**src/rtl/gmp_pkg.sv**
```systemverilog
// Shared types and constants for the mental-math game scoring path.
package gmp_pkg;

  typedef enum logic [2:0] {
    IDLE,
    COLLECT,
    WAIT_ANS,
    JUDGE,
    DONE
  } gmp_state_e;

  localparam logic [3:0] PHASE_IDLE        = 4'd0;
  localparam logic [3:0] PHASE_PLACEHOLDER = 4'd6;

  localparam int DEF_NUM_TERMS = 5;
  localparam int DEF_SCORE_MAX = 7;

endpackage

```
**src/rtl/gmp_therm_enc.sv**
```systemverilog
// Score to 7-LED thermometer encoder with a registered output.
module gmp_therm_enc (
  input  logic       clk,
  input  logic       rst,
  input  logic [2:0] i_score,
  output logic [6:0] o_bar
);

  logic [6:0] w_bar;
  logic [6:0] r_bar;

  // LED i lights when the score exceeds i
  always_comb begin
    w_bar = '0;
    for (int i = 0; i < 7; i++) begin
      w_bar[i] = (i_score > 3'(i));
    end
  end

  // register the bar so it changes on the same edge as the score
  always_ff @(posedge clk) begin
    if (rst) r_bar <= '0;
    else     r_bar <= w_bar;
  end

  assign o_bar = r_bar;

endmodule

```
**src/rtl/gmp_answer_scorer.sv**
```systemverilog
// Answer scorer: sums the displayed random terms of a round, judges the
// player's answer and keeps a saturating score shown on the LED bar.
// Optional build macro GMP_SCORE_DECREMENT_EN: a wrong/timeout verdict
// decrements the score (floor 0) instead of clearing it.
module gmp_answer_scorer
  import gmp_pkg::*;
#(
  parameter int NUM_TERMS       = DEF_NUM_TERMS,
  parameter int TERM_W          = 5,
  parameter int SUM_W           = 8,
  parameter int PHASE_ANS_FIRST = 7,
  parameter int PHASE_LAST      = 10,
  parameter int SCORE_MAX       = DEF_SCORE_MAX
) (
  input  logic              clk,
  input  logic              rst,
  input  logic [3:0]        phase,
  input  logic [TERM_W-1:0] term_in,
  input  logic [SUM_W-1:0]  answer,
  input  logic              submit,
  output logic [SUM_W-1:0]  sum_out,
  output logic              result_valid,
  output logic              correct,
  output logic [2:0]        score,
  output logic [6:0]        led_bar
);

  gmp_state_e       r_state, w_state_nxt;
  logic [3:0]       r_prev_phase;
  logic [SUM_W-1:0] r_sum, w_sum_nxt;
  logic             r_verdict, w_verdict_nxt;
  logic             r_result_valid;
  logic             r_correct;
  logic [2:0]       r_score, w_score_nxt, w_score_wrong;
  logic             w_chg, w_to_idle, w_to_first, w_prev_term;
  logic             w_in_win, w_prev_win, w_accept;

  function automatic logic [2:0] sat_inc(input logic [2:0] s);
    return (s >= 3'(SCORE_MAX)) ? 3'(SCORE_MAX) : s + 3'd1;
  endfunction

`ifdef GMP_SCORE_DECREMENT_EN
  function automatic logic [2:0] sat_dec(input logic [2:0] s);
    return (s == 3'd0) ? 3'd0 : s - 3'd1;
  endfunction
`endif

  assign w_chg       = (phase != r_prev_phase);
  assign w_to_idle   = w_chg && (phase == PHASE_IDLE);
  assign w_to_first  = w_chg && (phase == 4'd1);
  assign w_prev_term = (r_prev_phase >= 4'd1) && (r_prev_phase <= 4'(NUM_TERMS));
  assign w_in_win    = (phase >= 4'(PHASE_ANS_FIRST)) && (phase <= 4'(PHASE_LAST));
  assign w_prev_win  = (r_prev_phase >= 4'(PHASE_ANS_FIRST)) &&
                       (r_prev_phase <= 4'(PHASE_LAST));
  // a submit landing on the wrap to phase 0 still belongs to the answer window
  assign w_accept    = submit && (w_in_win || (w_to_idle && w_prev_win));

  // round sequencing: next state, running sum and pending verdict
  always_comb begin
    w_state_nxt   = r_state;
    w_sum_nxt     = r_sum;
    w_verdict_nxt = r_verdict;
    case (r_state)
      IDLE: begin
        if (w_to_first) begin
          w_state_nxt = COLLECT;
          w_sum_nxt   = '0;
        end
      end
      COLLECT: begin
        // term_in still shows the term of the phase being left
        if (w_chg && w_prev_term) w_sum_nxt = r_sum + SUM_W'(term_in);
        if (w_to_idle) w_state_nxt = IDLE;
        else if (w_chg && (r_prev_phase == 4'(NUM_TERMS))) w_state_nxt = WAIT_ANS;
      end
      WAIT_ANS: begin
        if (w_accept) begin
          w_state_nxt   = JUDGE;
          w_verdict_nxt = (answer == r_sum);
        end else if (w_to_idle) begin
          w_state_nxt   = JUDGE;
          w_verdict_nxt = 1'b0;
        end
      end
      JUDGE: w_state_nxt = DONE;
      DONE: begin
        if (w_to_idle) begin
          w_state_nxt = IDLE;
        end else if (w_to_first) begin
          w_state_nxt = COLLECT;
          w_sum_nxt   = '0;
        end
      end
      default: w_state_nxt = IDLE;
    endcase
  end

  // score update applied only in the judge cycle
  always_comb begin
`ifdef GMP_SCORE_DECREMENT_EN
    w_score_wrong = sat_dec(r_score);
`else
    w_score_wrong = '0;
`endif
    w_score_nxt = r_score;
    if (r_state == JUDGE) w_score_nxt = r_verdict ? sat_inc(r_score) : w_score_wrong;
  end

  // state, phase history, sum and verdict/score registers
  always_ff @(posedge clk) begin
    if (rst) begin
      r_state        <= IDLE;
      r_prev_phase   <= '0;
      r_sum          <= '0;
      r_verdict      <= 1'b0;
      r_result_valid <= 1'b0;
      r_correct      <= 1'b0;
      r_score        <= '0;
    end else begin
      r_state        <= w_state_nxt;
      r_prev_phase   <= phase;
      r_sum          <= w_sum_nxt;
      r_verdict      <= w_verdict_nxt;
      r_result_valid <= (r_state == JUDGE);
      if (r_state == JUDGE) r_correct <= r_verdict;
      r_score        <= w_score_nxt;
    end
  end

  gmp_therm_enc u_therm (
    .clk     (clk),
    .rst     (rst),
    .i_score (w_score_nxt),
    .o_bar   (led_bar)
  );

  assign sum_out      = r_sum;
  assign result_valid = r_result_valid;
  assign correct      = r_correct;
  assign score        = r_score;

endmodule

```
**config.mk**
```make
export PLATFORM = sky130hd
export DESIGN_NAME = gmp_answer_scorer
export DESIGN_NICKNAME = d
export VERILOG_FILES = /design/src/rtl/gmp_pkg.sv /design/src/rtl/gmp_therm_enc.sv /design/src/rtl/gmp_answer_scorer.sv
export SDC_FILE = /design/constraint.sdc
export NUM_CORES = 1
export LEC_CHECK = 0
export ABC_AREA = 1
export BUFFER_PORTS_ARGS = -buffer_cell sky130_fd_sc_hd__buf_2
export CORE_MARGIN = 5
export CORE_UTILIZATION = 48
export DETAILED_ROUTE_END_ITERATION = 7
export PLACE_DENSITY = 0.85
export RECOVER_POWER = 100
export SYNTH_ARGS = -nofsm -noshare
export SYNTH_HDL_FRONTEND = slang
export SYNTH_SLANG_ARGS = --single-unit
export TNS_END_PERCENT = 20
```
**constraint.sdc**
```tcl
create_clock -name clk -period 1.5 [get_ports clk]
set_input_delay 0.3 -clock clk [delete_from_list [all_inputs] [get_ports clk]]
set_output_delay 0.3 -clock clk [all_outputs]
set_load 0.01 [all_outputs]
```
# Word-level counts from Yosys, hierarchy flattened
# Index checks and enable logic that the tools add are counted.
dict set report op_classes {
  shifts 0
  multipliers 0
  magnitude_cmp 14
  mux 16
  bitwise_logic 0
  n_addsub 2
  n_eq_ne 12
  n_reduce_logical 17
  div_mod_pow 0
}
# cell n
set op_table {}
lappend op_table {{$mux 3} 9}
lappend op_table {{$mux 8} 3}
lappend op_table {{$pmux 8 s3} 1}
lappend op_table {{$pmux 3 s5} 1}
lappend op_table {{$gt 3x3->1 const B} 3}
lappend op_table {{$logic_and 1x1->1} 9}
lappend op_table {{$add 8x5->8} 1}
lappend op_table {{$eq 8x8->1} 1}
lappend op_table {{$ge 4x3->1 const B} 2}
lappend op_table {{$le 4x4->1 const B} 2}
lappend op_table {{$eq 3x2->1 const B} 2}
lappend op_table {{$gt 3x1->1 const B} 2}
lappend op_table {{$gt 3x2->1 const B} 2}
lappend op_table {{$ne 3x3->1 const B} 2}
lappend op_table {{$eq 4x1->1 const B} 1}
lappend op_table {{$eq 4x3->1 const B} 1}
lappend op_table {{$ge 4x1->1 const B} 1}
lappend op_table {{$le 4x3->1 const B} 1}
lappend op_table {{$logic_not 4->1} 1}
lappend op_table {{$ne 2x2->1 const B} 2}
lappend op_table {{$ne 4x4->1} 1}
lappend op_table {{$reduce_and 2->1} 2}
lappend op_table {{$add 3x1->3 const B} 1}
lappend op_table {{$eq 3x1->1 const B} 1}
lappend op_table {{other kinds (8)} 9}
dict set report word_totals {
  ramBits 0
  input_bits 20
  n_memories 0
  reg_bits 28
  mem_bits_ro 0
  out_inout_bits 20
  latchBits 0
}

# Depth between registers and ports, before layout
# Gate-level depths: netlist of run 1.
dict set report depth {
  word_depth 7
  depth_mapped 12
}

# By module
# A second synthesis of run 1 with hierarchy kept.
dict set report unflattened {
  cells_unflattened 255
  area_unflattened_um2 1652.8
}
# mod area_per_inst_um2 seq_area_each_um2 cells_each n_inst
set modules_own_cells {}
lappend modules_own_cells {gmp_answer_scorer 1437.6 420.4 234 1}
lappend modules_own_cells {gmp_therm_enc 215.2 140.1 21 1}

# Least setup slack after synthesis of run 1
# No wires, ideal clock.
dict set report synth_path {
  path_kind {flip-flop to flip-flop}
  startpoint {register r_sum[0] (netlist: sum_out[0])}
  endpoint {register r_sum[4] (netlist: sum_out[4])}
  n_path_buf 0
  arrival_ps 1483
  path_stages_with_launch 9
  slack_ps -98
  path_cell_list {dfxtp_1 -> ha_1 -> fa_1 -> nand2_1 -> inv_1 -> o21ai_0 -> nand3_1 -> a21oi_1 -> nor2_1}
}
dict set report synth_via {
  elab_chain_cells 3
}
# item line
set synth_rtl {}
lappend synth_rtl {{start: declaration} gmp_answer_scorer.sv:30} ;# logic [SUM_W-1:0] r_sum, w_sum_nxt;
lappend synth_rtl {{start signal: assignment} gmp_answer_scorer.sv:122} ;# r_sum <= w_sum_nxt;
lappend synth_rtl {{$add 8x5->8} gmp_answer_scorer.sv:72} ;# if (w_chg && w_prev_term) w_sum_nxt = r_sum + SUM_W'(term_in);
lappend synth_rtl {{$mux 8} gmp_answer_scorer.sv:72}
lappend synth_rtl {{$pmux 8 s3} gmp_answer_scorer.sv:63} ;# case (r_state)
# No other way between the ends. The select of a mux whose other input is x is not followed.
# A chain may end at the register's enable or synchronous reset.

# Worst setup path in the final report of run 1
# Same ends and word-level chain as after synthesis.

==> results.toml, run 1 <==
[run_status]
outcome = "finished, violations left"
failed_checks = "setup timing"

[die]
die_h_um = 68.7
top_level_ports = 40
floorplan.core_area_um2 = 3340
rows = 21
die_width_um = 68.7
die-area_um2 = 4710
initial_utilization_pct = 49.5

[clock_tree]
cts_hold_buf = 0
clockRootBuffer = "sky130_fd_sc_hd__clkbuf_4"
clock_tree.htree_level_count = 1
cts_max_path_buffers = 2
clock_tree_from_tritoncts = "yes"
num_cts_buffers = 3
clkSlewWorstSetupHoldPaths_ns = 0.16
clkLatencyLatePin_ns = 0.34
clock_sinks = 27

[placed_design]
gp_routability_congestion = 0.845
port-buffer-count = 39
dp_slack_ns = -0.154
dpl-instance-area_um2 = 1980
hpwlAfterDp_mm = 2.94

[sta]
final.setup.worst_slack_ns = -0.0719
report.final.hold_viol_count = 0
worst-slew-pin-transition_ns = 0.471
min_period_over_period_pct = 105
setup-violations-final = 2
timing_max_transition_violations_final = 0
fin_crit_ns = 1.57
clock.fmax_mhz = 636
grt_setup_unrepaired = "true"
finalSetupTns_ns = -0.130
worst_case_clock_skew_ns = 0.00278
max-slew-margin-rel_pct = 68.4

[run]
cap_violations = 0

[power_and_ir_drop]
leakagePower_nw = 1.04
part_of_the_power_in_combinational_logic_pct = 26.5
peakVddDrop_mv = 0.389
power.switching_fraction_pct = 32.5
power.share.clock_pct = 22.5
net-switching-power_w = 0.000492
p_seq_share_pct = 51.1
fin_total_pwr_w = 0.00151
cell_area_power_density_nw_per_um2 = 728
p_int_w = 0.00102

[hold_path]
worstHoldPathType = "input port to register"

[cells_and_area]
final_util_pct = 62.2
design.final.nets = 329
num-fill-cells = 318
drive_above_1_share_pct = 27.0
postLayoutCellArea_um2 = 2080
areaGrowthSynthToFinish_pct = 25.8
n_antenna_cell = 0

[global_routing]
vias_in_the_first_global_route = 1543
grt_max_degree = 17
number_of_antenna_violations_at_the_first_check_in_global_routing = 0
groute.usage.overall_pct = 17.0
grt_overflow_total = 0
grt_pass1_wl_mm = 6.07

[worst_setup_path]
timing.setup.critical_path_class = "register to register"
cp-end-kind = "register"
cp.required_ns = 1.76
worst-path-max-fanout = 2
start_kind = "register"
timing.critical_path.arrival_ns = 1.83
r2r_setup_slack_ns = -0.07

[logic_synthesis]
synth.top_cells.by_area = "sky130_fd_sc_hd__dfxtp_1 33%, sky130_fd_sc_hd__nand2_1 15%, sky130_fd_sc_hd__nor2_1 8.6%, sky130_fd_sc_hd__inv_1 7.3%, sky130_fd_sc_hd__ha_1 5.3%"
seq_area_frac_synth_pct = 32.7
netlist-cell-type-count = 32
syn_avg_cell_area_um2 = 6.71
synthesis.instances = 246
post_synthesis_instance_area_um2 = 1650
synth.net_count = 274
yosysWarnings = 0
synth_enable_flop_cells = 0
synth_flop_cell = "sky130_fd_sc_hd__dfxtp_1"
postSynthRegisterBits = 27
asyncSetResetFlopFracSynth_pct = 0
yosys.area.top_type = "sky130_fd_sc_hd__dfxtp_1"
synth_largest_type_area_fraction_pct = 32.7

[detailed_routing]
postRouteAntennaNets = 0
detail_route.iter0.violations = 69
vias_per_cell = 4.77
vias = 1650
detail_route.first_pass.iterations = 4
wl_mm = 3.77
detail_route.wl_per_cell_um = 10.9
drcViolationCount = 0
## cell usage after synthesis (2+ instances only)
cell and instances:
sky130_fd_sc_hd__inv_1 32, sky130_fd_sc_hd__inv_2 7, sky130_fd_sc_hd__nand2_4 2, sky130_fd_sc_hd__a21oi_1 6
sky130_fd_sc_hd__nor3_1 3, sky130_fd_sc_hd__nor2_1 38, sky130_fd_sc_hd__nor3_2 4, sky130_fd_sc_hd__clkinv_1 3
sky130_fd_sc_hd__dfxtp_1 27, sky130_fd_sc_hd__xor2_1 8, sky130_fd_sc_hd__nand2_2 5, sky130_fd_sc_hd__o21ai_0 3
sky130_fd_sc_hd__nand4_1 3, sky130_fd_sc_hd__ha_1 7, sky130_fd_sc_hd__o21ai_1 3, sky130_fd_sc_hd__nand3b_1 2
sky130_fd_sc_hd__nand3_1 12, sky130_fd_sc_hd__nand2_1 65, sky130_fd_sc_hd__o21ai_2 2, sky130_fd_sc_hd__o211ai_1 2
## state kept, by name, indices dropped and copies added, names as in the netlist
signal / flops
sum_out: 8
u_therm.o_bar: 7
r_prev_phase: 4
r_state: 3
score: 2
correct: 1
r_verdict: 1
result_valid: 1
## worst paths after layout
kind	from	to	cells after the start
hold / removal	phase[3]	r_prev_phase[3]	3
hold reg to reg	correct	correct	2
setup / recovery	sum_out[0]	sum_out[4]	8
setup reg to reg	sum_out[0]	sum_out[4]	8
## repair_timing
item | 4_1_cts | 5_1_grt
gates resized for setup | 1 | 14
pin swaps | 0 | 5
buffers inserted | 0 | 1
setup endpoints to repair | 1 | 17
endpoints found under the hold margin | 0 | 0
## power groups by stage
stage                     Clock, W  Sequential [W]  Combinational, W
final                     0.000340        0.000772          0.000400
after global placement           0        0.000782          0.000353
after floorplan                  0        0.000792          0.000224
after detailed placement         0        0.000783          0.000362
after CTS                 0.000344        0.000767          0.000367
after global routing      0.000383        0.000775          0.000446
## worst max-delay path: stages (launching register included)
cell and delay [ns]:
sky130_fd_sc_hd__dfxtp_2 0.36, sky130_fd_sc_hd__ha_4 0.16, sky130_fd_sc_hd__fa_2 0.40, sky130_fd_sc_hd__nand2_2 0.07
sky130_fd_sc_hd__inv_2 0.05, sky130_fd_sc_hd__o21ai_4 0.17, sky130_fd_sc_hd__nand3_2 0.08, sky130_fd_sc_hd__a21oi_1 0.15
sky130_fd_sc_hd__nor2_1 0.05
## layout by cell type, fill, tap and decap left out, types with 4 or more instances in the layout
cell type and count:
sky130_fd_sc_hd__nor2_1 37, sky130_fd_sc_hd__inv_1 31, sky130_fd_sc_hd__ha_1 4, sky130_fd_sc_hd__xor2_1 8
sky130_fd_sc_hd__nand3_1 11, sky130_fd_sc_hd__dfxtp_1 26, sky130_fd_sc_hd__buf_2 27, sky130_fd_sc_hd__a21oi_1 5
sky130_fd_sc_hd__clkbuf_1 12, sky130_fd_sc_hd__buf_4 13, sky130_fd_sc_hd__nand2_2 6, sky130_fd_sc_hd__nand2_1 64
sky130_fd_sc_hd__inv_2 8
## metal layers
metal | part of all wire [%] | vias to the layer above | track usage [%]
met5 | 0 | - | 0
met4 | 1.2 | 0 | 6.70
met3 | 6.8 | 5 | 2.76
met2 | 49 | 37 | 32.1
met1 | 43 | 736 | 18.6
li1 | - | 872 | -
## cell families after synthesis
group | count (synthesis) | synth area share (%)
flops | 27 | 32.7
fa+ha+maj | 8 | 6.51
compound gates | 19 | 7.05
simple gates | 139 | 38.8
buf+inv | 45 | 10.7
xor+xnor | 8 | 4.24
## through the flow
step,hold slack (ns),instances
6_report,0.189,346
4_1_cts,0.193,345
2_1_floorplan,0.416,246
5_1_grt,0.189,346
3_5_place_dp,0.485,341
3_3_place_gp,0.454,341
## layout make-up
class                           instances  area, um2  share of cell area, %
Multi-Input combinational cell        174       1010                   48.4
Sequential cell                        27        542                   26.1
Tap cell                               46       57.6                   2.77
Clock buffer                            3       22.5                   1.08
Inverter                               43        164                   7.89
Clock inverter                          1       7.51                  0.361
Timing Repair Buffer                   52        278                   13.4
(Power assumes the default switching activity.)
==> run 2, diff against run 1 <==
--- a/config.mk
+++ b/config.mk
@@ -7,11 +7,12 @@
 export LEC_CHECK = 0
 export ABC_AREA = 1
 export BUFFER_PORTS_ARGS = -buffer_cell sky130_fd_sc_hd__buf_2
-export CORE_MARGIN = 5
-export CORE_UTILIZATION = 48
+export CORE_MARGIN = 4
+export CORE_UTILIZATION = 57
 export DETAILED_ROUTE_END_ITERATION = 7
-export PLACE_DENSITY = 0.85
+export PLACE_DENSITY = 0.93
 export RECOVER_POWER = 100
+export SLEW_MARGIN = 20
 export SYNTH_ARGS = -nofsm -noshare
 export SYNTH_HDL_FRONTEND = slang
 export SYNTH_SLANG_ARGS = --single-unit
==> constraint.sdc (replaced) <==
create_clock -name clk -period 1.9 [get_ports clk]
set_input_delay 0.38 -clock clk [delete_from_list [all_inputs] [get_ports clk]]
set_output_delay 0.38 -clock clk [all_outputs]
set_load 0.01 [all_outputs]
==> run 2 against run 1 <==
The flow now finishes without violations. Global-route usage rose by 2.0 points. Total power fell by 27%. Final area shrank 12%. Hold slack improved by 0.090 ns. Die area is 19% lower. First-iteration DRC count fell by 8.7%. Via count down 2.1%. Core utilization is 4.4 points higher. Combinational power shrank 41%. Register-to-register slack improved by 0.32 ns. Final cell count fell by 8.1%. Sequential share of layout area is 3.3 points higher.
==> results.toml, run 2 (synthesis results as in run 1) <==
[clock_tree]
clkLatencyLatePin_ns = 0.33
clkSlewWorstSetupHoldPaths_ns = 0.15
clock_tree.htree_level_count = 1
clock_tree_from_tritoncts = "yes"
clock_sinks = 27
cts_max_path_buffers = 2
clockRootBuffer = "sky130_fd_sc_hd__clkbuf_4"
num_cts_buffers = 3
cts_hold_buf = 0

[sta]
final.setup.worst_slack_ns = 0.249
setup-violations-final = 0
finalSetupTns_ns = 0
max-slew-margin-rel_pct = 64.8
fin_crit_ns = 1.65
grt_setup_unrepaired = "false"
worst-slew-pin-transition_ns = 0.525
clock.fmax_mhz = 606
worst_hold_slack_ns = 0.279
report.final.hold_viol_count = 0
min_period_over_period_pct = 86.9
worst_case_clock_skew_ns = 0.00753
timing_max_transition_violations_final = 0

[global_routing]
groute.usage.overall_pct = 19.0
vias_in_the_first_global_route = 1393
number_of_antenna_violations_at_the_first_check_in_global_routing = 0
grt_overflow_total = 0
grt_pass1_wl_mm = 5.51
grt_max_degree = 17

[worst_setup_path]
timing.critical_path.arrival_ns = 1.90
r2r_setup_slack_ns = 0.25
start_kind = "register"
worst-path-max-fanout = 4
cp.required_ns = 2.14
cp-end-kind = "register"
timing.setup.critical_path_class = "register to register"

[power_and_ir_drop]
peakVddDrop_mv = 0.515
p_int_w = 0.000758
leakagePower_nw = 0.927
net-switching-power_w = 0.000347
power.share.clock_pct = 23.0
power.switching_fraction_pct = 31.4
cell_area_power_density_nw_per_um2 = 601
part_of_the_power_in_combinational_logic_pct = 21.6
p_seq_share_pct = 55.4

[die]
rows = 19
floorplan.core_area_um2 = 2760
top_level_ports = 40
initial_utilization_pct = 59.9
die_width_um = 61.8
die_h_um = 61.8
die-area_um2 = 3820

[hold_path]
worstHoldPathType = "input port to register"

[detailed_routing]
wl_mm = 3.42
drcViolationCount = 0
m1WireLength_mm = 1.47
detail_route.iter0.violations = 63
detail_route.first_pass.iterations = 4
vias_per_cell = 5.08
wl_met2_mm = 1.67
postRouteAntennaNets = 0
vias = 1616
detail_route.wl_per_cell_um = 10.8
highest-signal-layer = "met4"
met3RoutedLength_um = 250

[placed_design]
gp_routability_congestion = 0.822
hpwlAfterDp_mm = 2.72
dp_slack_ns = 0.0686
port-buffer-count = 39
dpl-instance-area_um2 = 1870

[cells_and_area]
postLayoutCellArea_um2 = 1840
areaGrowthSynthToFinish_pct = 11.3
layout_common_cells = "67 x sky130_fd_sc_hd__nand2_1, 39 x sky130_fd_sc_hd__nor2_1, 33 x sky130_fd_sc_hd__inv_1"
n_antenna_cell = 0
drive_above_1_share_pct = 13.6
final_common_cell = "sky130_fd_sc_hd__nand2_1"
largest_reg_flops = 8
design.final.nets = 316

[run]
cap_violations = 0

[run_status]
outcome = "finished, final reports clean"
## run 2: per-layer routing
| layer | vias up | global-route usage, % |
|---|---|---|
| met2 | 51 | 34.2 |
| li1 | 840 | - |
| met3 | 5 | 2.48 |
| met5 | - | 0 |
| met1 | 720 | 23.3 |
| met4 | 0 | 6.06 |
## run 2: final cells by class
class                      instances  area, um2
clock buffer                       3       22.5
clock inverter                     1       7.51
fill                             265        920
inverter                          43        164
multi-input combinational        174        896
sequential                        27        541
tap                               31       38.8
timing repair buffer              39        169
## run 2: power groups by stage
stage | Clock, W | Sequential, W | Combinational (W)
3_3_place_gp | 0 | 0.000624 | 0.000240
4_1_cts | 0.000255 | 0.000612 | 0.000250
3_5_place_dp | 0 | 0.000625 | 0.000248
5_1_grt | 0.000284 | 0.000617 | 0.000271
2_1_floorplan | 0 | 0.000625 | 0.000176
6_report | 0.000255 | 0.000612 | 0.000238
## run 2: per-stage QoR
stage	utilization, %	total power, W	cells
final	66.7	0.00111	318
after global routing	66.7	0.00117	318
after floorplan	-	0.000801	246
after detailed placement	67.9	0.000873	314
after global placement	67.9	0.000864	314
after CTS	69.0	0.00112	318
## run 2: worst max-delay path, stage by stage, from the launching register on
cell,delay (ns)
sky130_fd_sc_hd__dfxtp_1,0.37
sky130_fd_sc_hd__ha_1,0.22
sky130_fd_sc_hd__fa_1,0.40
sky130_fd_sc_hd__nand2_1,0.08
sky130_fd_sc_hd__inv_1,0.05
sky130_fd_sc_hd__o21ai_1,0.15
sky130_fd_sc_hd__nand3_1,0.10
sky130_fd_sc_hd__a21oi_1,0.14
sky130_fd_sc_hd__nor2_1,0.05
## run 2: final timing paths
kind | from | to | depth (start not counted)
max reg2reg | sum_out[0] | sum_out[4] | 8
min | phase[3] | r_prev_phase[3] | 3
max | sum_out[0] | sum_out[4] | 8
min reg2reg | correct | correct | 2
## run 2: repair_timing
item	CTS	global route
resized for setup	0	1
setup endpoints to repair	0	1
setup buffers	0	0
